===== src/rtl/fpu_pkg.sv =====
// Shared definitions for the FPU sequencing controller: state encoding,
// operation codes and ULA command codes.
package fpu_pkg;

    typedef enum logic [2:0] {
        S_IDLE,
        S_LOAD,
        S_ALIGN,
        S_EXEC,
        S_MUL_WAIT,
        S_NORM,
        S_DONE
    } fpu_state_t;

    localparam logic [1:0] OP_ADD = 2'b00;
    localparam logic [1:0] OP_SUB = 2'b01;
    localparam logic [1:0] OP_MUL = 2'b10;
    localparam logic [1:0] OP_ILL = 2'b11;

    localparam logic [1:0] ULA_NONE = 2'b00;
    localparam logic [1:0] ULA_ADD  = 2'b01;
    localparam logic [1:0] ULA_SUB  = 2'b10;

    function automatic logic [1:0] ula_for(input logic signs_differ);
        return signs_differ ? ULA_SUB : ULA_ADD;
    endfunction

endpackage


===== src/rtl/fpu_seq_ctrl_if.sv =====
// Start/done handshake, datapath status flags and datapath/multiplier
// control strobes of the FPU sequencing controller.
interface fpu_seq_ctrl_if #(
    parameter int EXP_W = 8
);
    logic             start;
    logic [1:0]       op;
    logic             sign_a;
    logic             sign_b;
    logic             a_smaller;
    logic [EXP_W-1:0] exp_diff;
    logic             done_mult;
    logic             sum_carry;
    logic             sum_msb;
    logic             sum_zero;

    logic             busy;
    logic             done;
    logic             error;
    logic             load_operands;
    logic             swap;
    logic             align_shift;
    logic [1:0]       ula_cmd;
    logic             diferen_signs;
    logic             start_mult;
    logic             norm_right;
    logic             norm_left;
    logic             result_sign;

    modport master (
        output start, op, sign_a, sign_b, a_smaller, exp_diff,
               done_mult, sum_carry, sum_msb, sum_zero,
        input  busy, done, error, load_operands, swap, align_shift, ula_cmd,
               diferen_signs, start_mult, norm_right, norm_left, result_sign
    );

    modport slave (
        input  start, op, sign_a, sign_b, a_smaller, exp_diff,
               done_mult, sum_carry, sum_msb, sum_zero,
        output busy, done, error, load_operands, swap, align_shift, ula_cmd,
               diferen_signs, start_mult, norm_right, norm_left, result_sign
    );
endinterface


===== src/rtl/fpu_step_counter.sv =====
// Loadable up/down step counter; at_term flags when the count equals term_val.
module fpu_step_counter #(
    parameter int W = 8
) (
    input  logic         clock,
    input  logic         reset_n,
    input  logic         load,
    input  logic [W-1:0] load_val,
    input  logic         en,
    input  logic         up,
    input  logic [W-1:0] term_val,
    output logic         at_term
);
    logic [W-1:0] count;

    always_ff @(posedge clock) begin
        if (!reset_n) begin
            count <= '0;
        end else if (load) begin
            count <= load_val;
        end else if (en) begin
            count <= up ? count + 1'b1 : count - 1'b1;
        end
    end

    assign at_term = (count == term_val);
endmodule


===== src/rtl/fpu_seq_ctrl.sv =====
// Sequences one add/sub/mult through load, alignment, ULA or multiplier
// handshake and normalisation, then pulses done (with error if it failed).
//
// state      | meaning
// S_IDLE     | waiting for start; operands captured on the start edge
// S_LOAD     | datapath loads operands; signs resolved, counters primed
// S_ALIGN    | smaller mantissa shifted right once per cycle
// S_EXEC     | ULA add or subtract for one cycle
// S_MUL_WAIT | waiting for done_mult, bounded by MULT_TIMEOUT
// S_NORM     | result normalised one step per cycle
// S_DONE     | done pulse, error valid
module fpu_seq_ctrl
    import fpu_pkg::*;
#(
    parameter int EXP_W        = 8,
    parameter int MANT_W       = 23,
    parameter int MULT_TIMEOUT = 64
) (
    input  logic          clock,
    input  logic          reset_n,
    fpu_seq_ctrl_if.slave bus
);
    localparam int ALIGN_W = $clog2(MANT_W + 3);
    localparam int NORM_W  = $clog2(MANT_W + 1);
    localparam int TMO_W   = $clog2(MULT_TIMEOUT + 1);

    fpu_state_t       state;
    logic [1:0]       op_q;
    logic             sign_a_q, sign_b_q, a_smaller_q;
    logic [EXP_W-1:0] exp_diff_q;

    logic       busy_q, done_q, error_q, load_q, align_q, dif_q, start_mult_q, rsign_q;
    logic [1:0] ula_q;

    logic               eff_b;
    logic [ALIGN_W-1:0] align_init;
    logic               align_term, norm_term, tmo_term;
    logic               norm_right, norm_left;

    assign eff_b      = sign_b_q ^ (op_q == OP_SUB);
    // Shifting past the hidden and guard positions changes nothing, so saturate.
    assign align_init = (32'(exp_diff_q) > MANT_W + 2) ? ALIGN_W'(MANT_W + 2)
                                                        : ALIGN_W'(exp_diff_q);

    assign norm_right = (state == S_NORM) && !bus.sum_zero && bus.sum_carry;
    assign norm_left  = (state == S_NORM) && !bus.sum_zero && !bus.sum_carry && !bus.sum_msb;

    fpu_step_counter #(.W(ALIGN_W)) u_align_cnt (
        .clock(clock), .reset_n(reset_n),
        .load(state == S_LOAD), .load_val(align_init),
        .en(state == S_ALIGN), .up(1'b0),
        .term_val(ALIGN_W'(1)), .at_term(align_term)
    );

    fpu_step_counter #(.W(NORM_W)) u_norm_cnt (
        .clock(clock), .reset_n(reset_n),
        .load(state == S_LOAD), .load_val('0),
        .en(norm_left), .up(1'b1),
        .term_val(NORM_W'(MANT_W - 1)), .at_term(norm_term)
    );

    fpu_step_counter #(.W(TMO_W)) u_tmo_cnt (
        .clock(clock), .reset_n(reset_n),
        .load(state == S_LOAD), .load_val('0),
        .en(state == S_MUL_WAIT), .up(1'b1),
        .term_val(TMO_W'(MULT_TIMEOUT - 1)), .at_term(tmo_term)
    );

    always_ff @(posedge clock) begin
        if (!reset_n) begin
            state        <= S_IDLE;
            op_q         <= OP_ADD;
            sign_a_q     <= 1'b0;
            sign_b_q     <= 1'b0;
            a_smaller_q  <= 1'b0;
            exp_diff_q   <= '0;
            busy_q       <= 1'b0;
            done_q       <= 1'b0;
            error_q      <= 1'b0;
            load_q       <= 1'b0;
            align_q      <= 1'b0;
            ula_q        <= ULA_NONE;
            dif_q        <= 1'b0;
            start_mult_q <= 1'b0;
            rsign_q      <= 1'b0;
        end else begin
            done_q       <= 1'b0;
            error_q      <= 1'b0;
            load_q       <= 1'b0;
            align_q      <= 1'b0;
            ula_q        <= ULA_NONE;
            start_mult_q <= 1'b0;
            case (state)
                S_IDLE: begin
                    if (bus.start) begin
                        op_q        <= bus.op;
                        sign_a_q    <= bus.sign_a;
                        sign_b_q    <= bus.sign_b;
                        a_smaller_q <= bus.a_smaller;
                        exp_diff_q  <= bus.exp_diff;
                        load_q      <= 1'b1;
                        busy_q      <= 1'b1;
                        state       <= S_LOAD;
                    end
                end
                S_LOAD: begin
                    dif_q   <= sign_a_q ^ eff_b;
                    rsign_q <= (op_q == OP_MUL) ? (sign_a_q ^ sign_b_q)
                                                : (a_smaller_q ? eff_b : sign_a_q);
                    if (op_q == OP_ILL) begin
                        done_q  <= 1'b1;
                        error_q <= 1'b1;
                        state   <= S_DONE;
                    end else if (op_q == OP_MUL) begin
                        start_mult_q <= 1'b1;
                        state        <= S_MUL_WAIT;
                    end else if (exp_diff_q == '0) begin
                        ula_q <= ula_for(sign_a_q ^ eff_b);
                        state <= S_EXEC;
                    end else begin
                        align_q <= 1'b1;
                        state   <= S_ALIGN;
                    end
                end
                S_ALIGN: begin
                    if (align_term) begin
                        ula_q <= ula_for(dif_q);
                        state <= S_EXEC;
                    end else begin
                        align_q <= 1'b1;
                    end
                end
                S_EXEC: state <= S_NORM;
                S_NORM: begin
                    if (bus.sum_zero || bus.sum_carry || bus.sum_msb || norm_term) begin
                        done_q <= 1'b1;
                        state  <= S_DONE;
                    end
                    if (bus.sum_zero)
                        rsign_q <= 1'b0;
                end
                S_MUL_WAIT: begin
                    // done_mult wins over a timeout landing in the same cycle
                    if (bus.done_mult || tmo_term) begin
                        done_q  <= 1'b1;
                        error_q <= !bus.done_mult;
                        state   <= S_DONE;
                    end
                end
                S_DONE: begin
                    busy_q <= 1'b0;
                    state  <= S_IDLE;
                end
                default: state <= S_IDLE;
            endcase
        end
    end

    assign bus.busy          = busy_q;
    assign bus.done          = done_q;
    assign bus.error         = error_q;
    assign bus.load_operands = load_q;
    assign bus.swap          = a_smaller_q;
    assign bus.align_shift   = align_q;
    assign bus.ula_cmd       = ula_q;
    assign bus.diferen_signs = dif_q;
    assign bus.start_mult    = start_mult_q;
    assign bus.norm_right    = norm_right;
    assign bus.norm_left     = norm_left;
    assign bus.result_sign   = rsign_q;
endmodule

===== src/flat_wrapper.sv =====
// flat-port wrapper written by rule: the top's interface ports become plain ports
module fpu_seq_ctrl_flat import fpu_pkg::*;
#(
    parameter int EXP_W        = 8,
    parameter int MANT_W       = 23,
    parameter int MULT_TIMEOUT = 64
)
  (clock, reset_n, bus_start, bus_op, bus_sign_a, bus_sign_b, bus_a_smaller, bus_exp_diff, bus_done_mult, bus_sum_carry, bus_sum_msb, bus_sum_zero, bus_busy, bus_done, bus_error, bus_load_operands, bus_swap, bus_align_shift, bus_ula_cmd, bus_diferen_signs, bus_start_mult, bus_norm_right, bus_norm_left, bus_result_sign);
  fpu_seq_ctrl_if #(.EXP_W(EXP_W)) bus_i ();
  input  logic clock;
  input  logic reset_n;
  input wire logic [$bits(bus_i.start)-1:0] bus_start;
  input wire logic [$bits(bus_i.op)-1:0] bus_op;
  input wire logic [$bits(bus_i.sign_a)-1:0] bus_sign_a;
  input wire logic [$bits(bus_i.sign_b)-1:0] bus_sign_b;
  input wire logic [$bits(bus_i.a_smaller)-1:0] bus_a_smaller;
  input wire logic [$bits(bus_i.exp_diff)-1:0] bus_exp_diff;
  input wire logic [$bits(bus_i.done_mult)-1:0] bus_done_mult;
  input wire logic [$bits(bus_i.sum_carry)-1:0] bus_sum_carry;
  input wire logic [$bits(bus_i.sum_msb)-1:0] bus_sum_msb;
  input wire logic [$bits(bus_i.sum_zero)-1:0] bus_sum_zero;
  output wire logic [$bits(bus_i.busy)-1:0] bus_busy;
  output wire logic [$bits(bus_i.done)-1:0] bus_done;
  output wire logic [$bits(bus_i.error)-1:0] bus_error;
  output wire logic [$bits(bus_i.load_operands)-1:0] bus_load_operands;
  output wire logic [$bits(bus_i.swap)-1:0] bus_swap;
  output wire logic [$bits(bus_i.align_shift)-1:0] bus_align_shift;
  output wire logic [$bits(bus_i.ula_cmd)-1:0] bus_ula_cmd;
  output wire logic [$bits(bus_i.diferen_signs)-1:0] bus_diferen_signs;
  output wire logic [$bits(bus_i.start_mult)-1:0] bus_start_mult;
  output wire logic [$bits(bus_i.norm_right)-1:0] bus_norm_right;
  output wire logic [$bits(bus_i.norm_left)-1:0] bus_norm_left;
  output wire logic [$bits(bus_i.result_sign)-1:0] bus_result_sign;
  assign bus_i.start = bus_start;
  assign bus_i.op = bus_op;
  assign bus_i.sign_a = bus_sign_a;
  assign bus_i.sign_b = bus_sign_b;
  assign bus_i.a_smaller = bus_a_smaller;
  assign bus_i.exp_diff = bus_exp_diff;
  assign bus_i.done_mult = bus_done_mult;
  assign bus_i.sum_carry = bus_sum_carry;
  assign bus_i.sum_msb = bus_sum_msb;
  assign bus_i.sum_zero = bus_sum_zero;
  assign bus_busy = bus_i.busy;
  assign bus_done = bus_i.done;
  assign bus_error = bus_i.error;
  assign bus_load_operands = bus_i.load_operands;
  assign bus_swap = bus_i.swap;
  assign bus_align_shift = bus_i.align_shift;
  assign bus_ula_cmd = bus_i.ula_cmd;
  assign bus_diferen_signs = bus_i.diferen_signs;
  assign bus_start_mult = bus_i.start_mult;
  assign bus_norm_right = bus_i.norm_right;
  assign bus_norm_left = bus_i.norm_left;
  assign bus_result_sign = bus_i.result_sign;
  fpu_seq_ctrl #(.EXP_W(EXP_W), .MANT_W(MANT_W), .MULT_TIMEOUT(MULT_TIMEOUT)) u_core (.clock(clock), .reset_n(reset_n), .bus(bus_i));
endmodule

===== config.mk =====
export PLATFORM = sky130hd
export DESIGN_NAME = fpu_seq_ctrl_flat
export DESIGN_NICKNAME = d
export VERILOG_FILES = /design/src/rtl/fpu_pkg.sv /design/src/rtl/fpu_seq_ctrl_if.sv /design/src/rtl/fpu_step_counter.sv /design/src/rtl/fpu_seq_ctrl.sv /design/src/flat_wrapper.sv
export SDC_FILE = /design/constraint.sdc
export NUM_CORES = 1
export LEC_CHECK = 0
export CORE_MARGIN = 2
export CORE_UTILIZATION = 45
export DETAILED_ROUTE_END_ITERATION = 12
export GPL_ROUTABILITY_DRIVEN = 0
export PLACE_DENSITY_LB_ADDON = 0.12
export REMOVE_ABC_BUFFERS = 1
export SYNTH_ARGS = -nofsm -noshare
export SYNTH_HDL_FRONTEND = slang
export SYNTH_SLANG_ARGS = --single-unit

===== constraint.sdc =====
create_clock -name clock -period 1.85 [get_ports clock]
set_clock_uncertainty 0.05 [all_clocks]
set_input_delay 0.37 -clock clock [delete_from_list [all_inputs] [get_ports clock]]
set_output_delay 0.37 -clock clock [all_outputs]
set_load 0.02 [all_outputs]

Word level (Yosys, flattened, before mapping):

Index checks and enable logic that the tools add are counted.

* bitwise gates (word level): 5
* mux-type cells: 37
* add/sub/neg operators: 3
* reduce and logical (&&, ||, !) cells: 24
* equal/unequal tests: 17
* $lt $le $gt $ge: 1

Operators by type and width (number)
* $mux 3: 6
* $pmux 3 s6: 1
* $mux 1: 15
* $mux 5: 3
* $mux 2: 6
* $eq 3x3->1 const B: 3
* $gt 8x5->1 const B: 1
* $logic_not 8->1: 1
* $pmux 1 s2: 4
* $reduce_and 2->1: 4
* $add 7x1->7 const B: 1
* $eq 7x6->1 const B: 1
* $eq 3x2->1 const B: 2
* $ne 2x2->1 const B: 3
* $reduce_bool 2->1: 3
* $add 5x1->5 const B: 1
* $eq 5x1->1 const B: 1
* $eq 5x5->1 const B: 1
* $sub 5x1->5 const B: 1
* $eq 2x2->1 const B: 2
* $logic_and 1x1->1: 4
* $logic_not 1->1: 4
* $logic_or 1x1->1: 4
* $ne 2x1->1 const B: 2
* other kinds (10): 13

* bits in registers: 43

Logic depth before layout (Yosys ltp):

* depth in word-level cells: 8
* depth in mapped cells: 6

By module:

Synthesis repeated with hierarchy kept, for this count alone.

* cells, all modules: 337
* area, all modules: 2743.9 um^2

By module, submodules not included
* fpu_seq_ctrl: sequential area each 520.5 um^2, instances 1, cells an instance 158, area each 1266.2 um^2
* fpu_step_counter (u_core.u_align_cnt ...): sequential area each 100.1 um^2, instances 2, cells an instance 56, area each 442.9 um^2
* fpu_step_counter (u_core.u_tmo_cnt): sequential area each 140.1 um^2, instances 1, cells an instance 67, area each 591.8 um^2

Least setup slack after synthesis:

No wires, ideal clock.

* path kind: input to output
* from: in bus_sum_msb
* to: out bus_norm_left
* data required time: 1.430 ns
* setup slack: 0.297 ns
* stages: 3
* arrival: 1.133 ns
* cell sequence: nor4b_4 > and2_1 > clkbuf_1

* longest elaborated chain between the ends: 2

Ends and longest elaborated chain
* from (decl): line flat_wrapper.sv:20 `input wire logic [$bits(bus_i.sum_msb)-1:0] bus_sum_msb;`
* $logic_not 1->1: line fpu_seq_ctrl.sv:46 `assign norm_left = (state == S_NORM) && !bus.sum_zero && !bus.sum_carry && !bus.sum_msb;`
* $logic_and 1x1->1: line fpu_seq_ctrl.sv:46
* to (decl): line flat_wrapper.sv:32 `output wire logic [$bits(bus_i.norm_left)-1:0] bus_norm_left;`

No other way between the ends.

Worst setup path after layout:

* from: reg u_core.a_smaller_q (netlist: u_core.bus.swap)
* to: out bus_swap

RTL lines
* from (decl): line fpu_seq_ctrl.sv:29 `logic sign_a_q, sign_b_q, a_smaller_q;`
* from (signal assigned): line fpu_seq_ctrl.sv:99 `a_smaller_q <= bus.a_smaller;`
* to (decl): line flat_wrapper.sv:26 `output wire logic [$bits(bus_i.swap)-1:0] bus_swap;`

No word-level cell between the ends.

==> metrics list <==
- Max-cap violations in this run came to 0.
- First-pass detailed-route iteration total: 4
- In the detailed route, the total length drawn on met2 is 1.91 mm.
- In this run the biggest area consumer among cell types represents 42.1% of the synthesized area.
* Top cells by count, synth: 43 x dfxtp_1, 39 x nand2_1, 26 x a21oi_1, 22 x nor2_1, 10 x xor2_1
- Final Total Pwr: 2.59 mW
- Post-synthesis cell count: 245
- Crit start category: register
- Leading cell types by total area after synthesis: dfxtp_1 42%, nand2_1 7.2%, a21oi_1 6.4%, xor2_1 4.3%, nor2_1 4.0%
- For this design, the CTS-stage hold fixing added 0 buffers.
* Inst Count DP: 334
- After detailed routing, the number of vias per cell comes to 5.24.
* Post-detailed-route DRC marker count: 0
- Worst min-delay path category: register to register
- The highest layer touched by signal routing is met4.
- The number of hold-slack violations in the final timing report came to 0.
- Synth cell types: 46
- During synthesis, Yosys emitted a total of 0 warnings.
* Number of antenna violations at the first check in global routing: 0
- Share of the cycle needed by the critical path after routing: 93.5%
- Max stage delay cell, worst path: clkdlybuf4s50_1
- Vert. Die Dim: 71.4 um
- Clk root buf: clkbuf_8
- Starting density of the core: 47.0%
* EDFF count, synth: 0
* Finish-stage setup viols: 0
- The number of buffers and inverters on the critical path is 1.
* Final global-route overflow total: 0
- In this run the worst path has a maximum fanout of 4.
- Die width: 71.4 um
- Derived from the worst setup path, the maximum achievable clock frequency is 0.578 GHz.
* Count of nets after finishing: 314
- Diodes inserted: 0
- The flow ran to the end, and the final reports show no timing, DRC or antenna violations.
- Buffer count from post-CTS setup fixing: 0
* Via count of the first global-routing pass: 1691
- Synth Area per Inst: 8.34 um^2
- GRT Total Usage: 17.8%
* First-pass GRT wire length: 7.40 mm
* Largest area contributor in the synthesized netlist: dfxtp_1
- CTS HTree Levels: 2
* Data required time at the worst endpoint: 1.43 ns
* Chain of cells forming the critical path: clkdlybuf4s50_1
- The critical path is of the register to primary output type.
- Maximum vdd ir drop: 0.673 mV
- Counting I/O delays and the setup requirement, the final critical path takes 1.73 ns.
* Largest delay share family, worst path: buffers and inverters
- In this run the count of I/O pins placed on the die edge is 33.
- Slew margin rel.: 71.5%
- Area of the mapped netlist: 2040 um^2
- The area growth from synthesis to layout is 29.1%.
- Endpoint class of the critical path: primary output
- Clock transition at the registers of the reported paths: 0.08 ns
- Wire length on met3: 151 um
- Die area: 5100 um^2
- In the final routed layout, each cell accounts on average for 12.6 um.
- For this run, asynchronously set or reset flops after synthesis account for 0%.
* Largest net degree at the start of global routing: 29
- The most used flip-flop cell after synthesis is dfxtp_1.
- For this design the ratio of total power to cell area is 981 nW/um^2.
- Setup repair after global routing missed its margin: no
- Clock buffer depth: 2
* 1st-iter DRT viols: 96
* PortBufs: 32
- Leakage power of the design: 1.04 nW
- For this block, the routed nets add up to 4.31 mm of wire.
- By instance count, the leading cell after synthesis is dfxtp_1.
- In this design, the stage delay of the slowest critical-path cell is 0.63 ns.
* Clock Sinks: 43
* Setup slack, reg-to-reg: 0.14 ns
* Row cnt: 24
- Placeable core region: 4350 um^2
- At the pin with the least slew margin, the transition time is 0.423 ns.
* Layout cell share with drive strength beyond 1: 12.4%
- The number of clock buffers added by TritonCTS is 5.
- For the worst-skew pair, the clock arrives at the later sink with an insertion delay of 0.29 ns.
* Number of slew-limit violations in the final report: 0
- After synthesis, flip-flops and latches occupy 42.1% of the total area.
- Post-layout instance count excluding filler cells: 342
- Number of nets with antenna violations after routing: 0
* Dpl hpwl: 3.09 mm
- Crit path arrival time: 1.31 ns
* Flip-flop and latch count after synthesis: 43
* Detailed-route wire length on metal 1: 2.21 mm
* Dpl cell area: 2520 um^2
- Total vias in the final route: 1792
- The finished cells cover 2640 um^2.
* CTS tree: built
[power by group]
group / switching [mW] / internal (mW)
combinational: 0.384 / 0.339
sequential: 0.0911 / 1.02
clock: 0.312 / 0.437
total: 0.788 / 1.80
[tightest hold or removal path: stages (launching register included)]
cell,delay [ns]
dfxtp_1,0.33
nand2_1,0.06
a21oi_1,0.05
[per-layer routing]
metal,vias up,track usage [%]
met5,-,0
met4,0,5.24
met3,5,3.94
met2,28,29.2
met1,825,23.6
li1,934,-
[cells by family after synthesis]
kind of cell / Yosys count / share of synthesized area, %
adder cells (fa/ha/maj): 5 / 3.06
XOR/XNOR: 15 / 6.43
AO/OA/AOI/OAI: 51 / 15.5
buffers and inverters: 23 / 5.20
flip-flops: 43 / 42.1
AND/OR/NAND/NOR: 107 / 27.2
multiplexers: 1 / 0.490
[timing repair]
| action | 4_1_cts | 5_1_grt |
|---|---|---|
| gates resized for setup | 9 | 5 |
| setup endpoints to repair | 2 | 2 |
| pin swaps | 0 | 2 |
[final timing paths]
kind / start / end / cells past startpoint
hold reg to reg: u_core.exp_diff_q[7] / u_core.exp_diff_q[7] / 2
setup reg to reg: u_core.exp_diff_q[4] / u_core.bus.ula_cmd[0] / 4
hold / removal: u_core.exp_diff_q[7] / u_core.exp_diff_q[7] / 2
setup / recovery: u_core.bus.swap / bus_swap / 1
[cell usage in the layout, fill, tap and decap left out, types with 6 or more instances in the layout]
| master | netlist | final |
|---|---|---|
| a21oi_1 | 26 | 26 |
| buf_4 | 2 | 19 |
| clkbuf_8 | 0 | 6 |
| clkdlybuf4s50_1 | 0 | 27 |
| dfxtp_1 | 43 | 43 |
| inv_1 | 8 | 8 |
| nand2_1 | 39 | 39 |
| nand3_1 | 7 | 7 |
| nor2_1 | 22 | 22 |
| o21ai_0 | 8 | 8 |
| xor2_1 | 10 | 10 |
[sequential cells by signal, summed over array words and instances, names as in the netlist, 2 cells and up]
| register | count |
|---|---|
| u_core.exp_diff_q | 8 |
| u_core.u_align_cnt.count | 5 |
| u_core.u_tmo_cnt.count | 7 |
| u_core.u_norm_cnt.count | 5 |
| u_core.bus.ula_cmd | 2 |
| u_core.op_q | 2 |
| u_core.state | 3 |
[final cells by class]
class | count | area [um^2]
tap | 52 | 65.1
timing repair buffer | 52 | 487
clock buffer | 6 | 82.6
fill | 384 | 1710
sequential | 43 | 861
multi-input combinational | 179 | 1080
clock inverter | 2 | 35.0
inverter | 8 | 30.0
[metrics by stage]
stage	TNS (ns)	hold WS, ns	utilization, %	setup slack [ns]
detailed placement	-1.01	0.418	57.8	-0.458
CTS	0	0.434	60.3	0.00949
finish	0	0.430	60.6	0.121
global route	0	0.459	60.6	0.0544
floorplan	0	0.400	-	0.0180
global placement	-0.956	0.415	57.8	-0.440
No activity file was read; power rests on OpenSTA's default activity.
